File: config.mk
export PLATFORM = sky130hd
export DESIGN_NAME = serial_adder
export DESIGN_NICKNAME = d
export VERILOG_FILES = /design/src/rtl/serial_adder_pkg.sv /design/src/rtl/serial_adder_full_adder.sv /design/src/rtl/serial_adder.sv
export SDC_FILE = /design/constraint.sdc
export NUM_CORES = 1
export LEC_CHECK = 0
export CORE_UTILIZATION = 35
export DETAILED_ROUTE_END_ITERATION = 8
export GPL_TIMING_DRIVEN = 0
export PLACE_DENSITY = 0.67
export SYNTH_ARGS = -nofsm -noshare
export SYNTH_HDL_FRONTEND = slang
export SYNTH_SLANG_ARGS = --single-unit
File: constraint.sdc
create_clock -name clock -period 1.3 [get_ports clock]
set_input_delay 0.13 -clock clock [delete_from_list [all_inputs] [get_ports clock]]
set_output_delay 0.13 -clock clock [all_outputs]
set_load 0.005 [all_outputs]
File: src/rtl/serial_adder_pkg.sv
// Shared types and constants for the bit-serial adder.
package serial_adder_pkg;

   localparam int unsigned DEFAULT_WIDTH = 8;

   typedef enum logic [1:0] {
      IDLE = 2'd0,
      ADD  = 2'd1,
      DONE = 2'd2
   } state_e;

endpackage : serial_adder_pkg

File: src/rtl/serial_adder_full_adder.sv
// Single-bit full-adder cell used by the serial adder datapath.
module full_adder (
   input  logic a,
   input  logic b,
   input  logic c_in,
   output logic sum,
   output logic c_out
);

   assign sum   = a ^ b ^ c_in;
   assign c_out = (a & b) | (c_in & (a ^ b));

endmodule : full_adder

File: src/rtl/serial_adder.sv
// Bit-serial adder: one bit pair per cycle, LSB first, through a single full-adder cell.
// Optional two's-complement overflow output enabled by macro SERIAL_ADDER_OVF_EN.
module serial_adder
   import serial_adder_pkg::*;
#(
   parameter int unsigned WIDTH = DEFAULT_WIDTH
) (
   input  logic             clock,
   input  logic             reset,
   input  logic             start,
   input  logic [WIDTH-1:0] a,
   input  logic [WIDTH-1:0] b,
   input  logic             c_in,
   output logic             busy,
   output logic             done,
   output logic [WIDTH-1:0] sum,
   output logic             c_out
`ifdef SERIAL_ADDER_OVF_EN
   ,
   output logic             ovf
`endif
);

   localparam int unsigned CNT_W = (WIDTH > 1) ? $clog2(WIDTH) : 1;
   localparam logic [CNT_W-1:0] LAST_BIT = CNT_W'(WIDTH - 1);

   state_e           state_q, state_d;
   logic [WIDTH-1:0] a_q, a_d;
   logic [WIDTH-1:0] b_q, b_d;
   logic [WIDTH-1:0] sum_q, sum_d;
   logic             carry_q, carry_d;
   logic [CNT_W-1:0] cnt_q, cnt_d;
   logic             busy_q, busy_d;
   logic             done_q, done_d;
   logic             fa_sum, fa_cout;
`ifdef SERIAL_ADDER_OVF_EN
   logic             ovf_q, ovf_d;
`endif

   full_adder u_full_adder (
      .a     (a_q[0]),
      .b     (b_q[0]),
      .c_in  (carry_q),
      .sum   (fa_sum),
      .c_out (fa_cout)
   );

   // State and datapath registers
   always_ff @(posedge clock) begin
      if (reset) begin
         state_q <= IDLE;
         a_q     <= '0;
         b_q     <= '0;
         sum_q   <= '0;
         carry_q <= 1'b0;
         cnt_q   <= '0;
         busy_q  <= 1'b0;
         done_q  <= 1'b0;
`ifdef SERIAL_ADDER_OVF_EN
         ovf_q   <= 1'b0;
`endif
      end else begin
         state_q <= state_d;
         a_q     <= a_d;
         b_q     <= b_d;
         sum_q   <= sum_d;
         carry_q <= carry_d;
         cnt_q   <= cnt_d;
         busy_q  <= busy_d;
         done_q  <= done_d;
`ifdef SERIAL_ADDER_OVF_EN
         ovf_q   <= ovf_d;
`endif
      end
   end

   // Next-state and datapath update; busy/done are registered from the next state
   always_comb begin
      state_d = state_q;
      a_d     = a_q;
      b_d     = b_q;
      sum_d   = sum_q;
      carry_d = carry_q;
      cnt_d   = cnt_q;
      busy_d  = 1'b0;
      done_d  = 1'b0;
`ifdef SERIAL_ADDER_OVF_EN
      ovf_d   = ovf_q;
`endif

      case (state_q)
         IDLE: begin
            if (start) begin
               a_d     = a;
               b_d     = b;
               carry_d = c_in;
               cnt_d   = '0;
               state_d = ADD;
               busy_d  = 1'b1;
`ifdef SERIAL_ADDER_OVF_EN
               ovf_d   = 1'b0;
`endif
            end
         end
         ADD: begin
            a_d     = a_q >> 1;
            b_d     = b_q >> 1;
            sum_d   = {fa_sum, sum_q[WIDTH-1:1]};
            carry_d = fa_cout;
            cnt_d   = CNT_W'(cnt_q + 1'b1);
            busy_d  = 1'b1;
            if (cnt_q == LAST_BIT) begin
               state_d = DONE;
               busy_d  = 1'b0;
               done_d  = 1'b1;
`ifdef SERIAL_ADDER_OVF_EN
               // carry_q is the carry into the MSB during the last bit
               ovf_d   = carry_q ^ fa_cout;
`endif
            end
         end
         DONE: begin
            state_d = IDLE;
         end
         default: begin
            state_d = IDLE;
         end
      endcase
   end

   assign busy  = busy_q;
   assign done  = done_q;
   assign sum   = sum_q;
   assign c_out = carry_q;
`ifdef SERIAL_ADDER_OVF_EN
   assign ovf   = ovf_q;
`endif

endmodule : serial_adder

==> metrics.cfg <==
[critical_path]
setup.worst_path.class=flop to flop
rr_worst_depth=5
cp.arrival_ns=1.43
r2r_slack_ns=0.03
cp_num_buf_inv=2
worstPathMaxFanout=5
r2r-end=b_q[4]$_SDFFE_PP0P_
path_cells=or3b_1 > buf_6 > buf_12 > nor2_4 > nor4_2
end_kind=flop
cp-start-kind=flop
crit_family=simple AND/OR/NAND/NOR gates
slowest_stage=or3b_1
max_stage_delay_ns=0.38
crit_required_ns=1.46
reg2reg_from=state_q[0]$_SDFFE_PP0P_

[yosys]
synth-edff-count=0
synthTopCellsByCount=nor2_1 (38), dfxtp_1 (32), nand2_1 (16)
ys_seq_area_share_pct=47.1
synth_nets=175
async_flop_share_pct=0
synth_cell_types=28
netlist_instances=152
ys.flop_type=dfxtp_1
yosys.area.top_type=dfxtp_1
syn-mean-instance-area_um2=8.94
yosysMostFrequentCell=nor2_1
ys_warn_count=0
synthesis.area_mm2=0.00136
synth_area_leaders=dfxtp_1 (47%), nor2_1 (10%), nor4_1 (4.6%), nand2_1 (4.4%), nor2_4 (4.1%)
netlist.area_leader.share_pct=47.1
ys_ff_latch=32

[placed_design]
gp_congestion=0.711
pre_cts_slack_ns=-0.315
port_buffers=30
dp_hpwl_um=2000

[clock_tree]
cts_buffers=5
worstSkewPairLatency_ns=0.29
cts_root_buffer=clkbuf_8
clock-sinks=32
tritoncts=done
htreeDepth=2
clkTransAtPathRegs_ns=0.07
holdBufCountCts=0
clk_path_buf_depth=2

[finish]
area_growth_pct=43.0
layout.nets=218
diodes=0
final_util_pct=52.7
layout-drive-gt1-share_pct=26.0

[timing]
setup-violations-final=0
fin_crit_ns=1.27
timing.final.hold_violations=0
slew_headroom_pct=66.3
setup_ws_ns=0.0306
maxSlewViolCount=0
period_share_pct=97.6
grt_setup_unrepaired=yes
finClkSkew_ns=0.00865
worst_slew_pin_slew_ns=0.506
clock.fmax_ghz=0.788

[route]
dr.pass1.iters=4
vias=1188
drt_wl_total_um=2930
postRouteAntennaNets=0
drc=0
first_iter_violations=42
routed_via_density=4.87
drt-wirelength-per-cell_um=12.0

[grt]
grt_use_total_pct=15.9
grt_max_degree=11
grt_pass1_wl_um=4800
overflow=0
grt_pass1_vias=1141
antenna_found_initial=0

[worst_hold_path]
min_to=state_q[0]$_SDFFE_PP0P_
holdPathStages=3
min_path_type=primary input to flop
min_from=start

[power]
power.leakage_nw=0.778
p_total_mw=2.22
worst_ir_drop_vdd_mv=0.603
power_density_mw_per_mm2=1140

[floorplanning]
io_pins=31
die_h_um=64.3
dieArea_mm2=0.00414
dieWidth_um=64.3
start_util_pct=36.8
rows=22
core_area_mm2=0.00369

[run_status]
outcome=complete, no violations

[run]
maxCapViolations=0

-- routing by layer --
metal  global-route usage (%)  wire, µm
met1                     16.8      1250
met2                     26.2      1460
met3                     6.96       133
met4                     8.61        88
met5                        0         0
-- final cells by class --
| type | count | area, µm² |
|---|---|---|
| Sequential cell | 32 | 658 |
| Clock inverter | 2 | 10.0 |
| Multi-Input combinational cell | 107 | 653 |
| Tap cell | 48 | 60.1 |
| Clock buffer | 6 | 82.6 |
| Buffer | 9 | 83.8 |
| Fill cell | 359 | 1750 |
| Timing Repair Buffer | 39 | 392 |
| Inverter | 1 | 3.75 |
-- report_power, final --
group,leakage [nW],switching [mW],internal [mW]
sequential,0.268,0.0333,1.04
combinational,0.459,0.164,0.194
clock,0.0510,0.373,0.422
-- through the flow --
step	hold slack, ns	instance area [µm²]	TNS [ns]	std cells
2_1_floorplan	0.208	1360	0	152
3_5_place_dp	0.454	1720	-4.14	230
5_1_grt	0.432	1940	-0.0659	244
3_3_place_gp	0.448	1720	-4.02	230
4_1_cts	0.396	1870	0	241
6_report	0.403	1940	0	244
-- how the worst max path moves through the flow --
stage	slack [ns]	endpoint	depth (start not counted)	startpoint
after CTS	0.003	sum[2]	1	sum[2]$_SDFFE_PP0P_
after detailed placement	-0.32	b_q[0]$_SDFFE_PP0P_	6	start
after floorplan	0.01	a_q[0]$_SDFFE_PP0P_	6	state_q[0]$_SDFFE_PP0P_
after global routing	-0.03	a_q[5]$_SDFFE_PP0P_	5	state_q[1]$_SDFFE_PP0P_
after global placement	-0.32	b_q[0]$_SDFFE_PP0P_	6	start
final	0.03	b_q[4]$_SDFFE_PP0P_	5	state_q[0]$_SDFFE_PP0P_
-- worst reg2reg max path, stage by stage (launching register included) --
cell and delay, ns:
dfxtp_4 0.34, or3b_1 0.38, buf_6 0.15, buf_12 0.14, nor2_4 0.09, nor4_2 0.05
-- cell usage in the layout, fill, tap and decap left out, drive strengths merged --
cell and instances:
nand2b 1, nor3 4, mux2i 3, a211oi 1, dlymetal6s2s 1, clkinv 2
dlygate4sd2 2, nor2 48, dfxtp 32, nor2b 1, clkbuf 9, ha 2
buf 15, o21ba 1, clkdlybuf4s50 27, a22oi 4, a21oi 8, or3b 1
nor4 14, fa 1, o21bai 1, inv 1, nor3b 1, nand2 16
-- flip-flops by register name, summed over array words and instances, names as in the netlist --
signal,count
cnt_q,3
state_q,2
a_q,8
b_q,8
done,1
sum,8
busy,1
c_out,1
-- repair_timing --
action,4_1_cts,5_1_grt
setup buffers,5,4
setup endpoints to repair,12,27
resized for setup,11,20
cloned,1,0
pin swaps,4,4
-- cell families (layout without fill, tap and decap cells) --
family	Yosys count	after routing	synth area share, %
buf+inv	13	57	7.09
compound gates	15	15	7.00
simple gates	86	86	33.2
fa+ha+maj	3	3	3.31
flops	32	32	47.1
mux	3	3	2.21
Power figures use the tool's default switching activity.
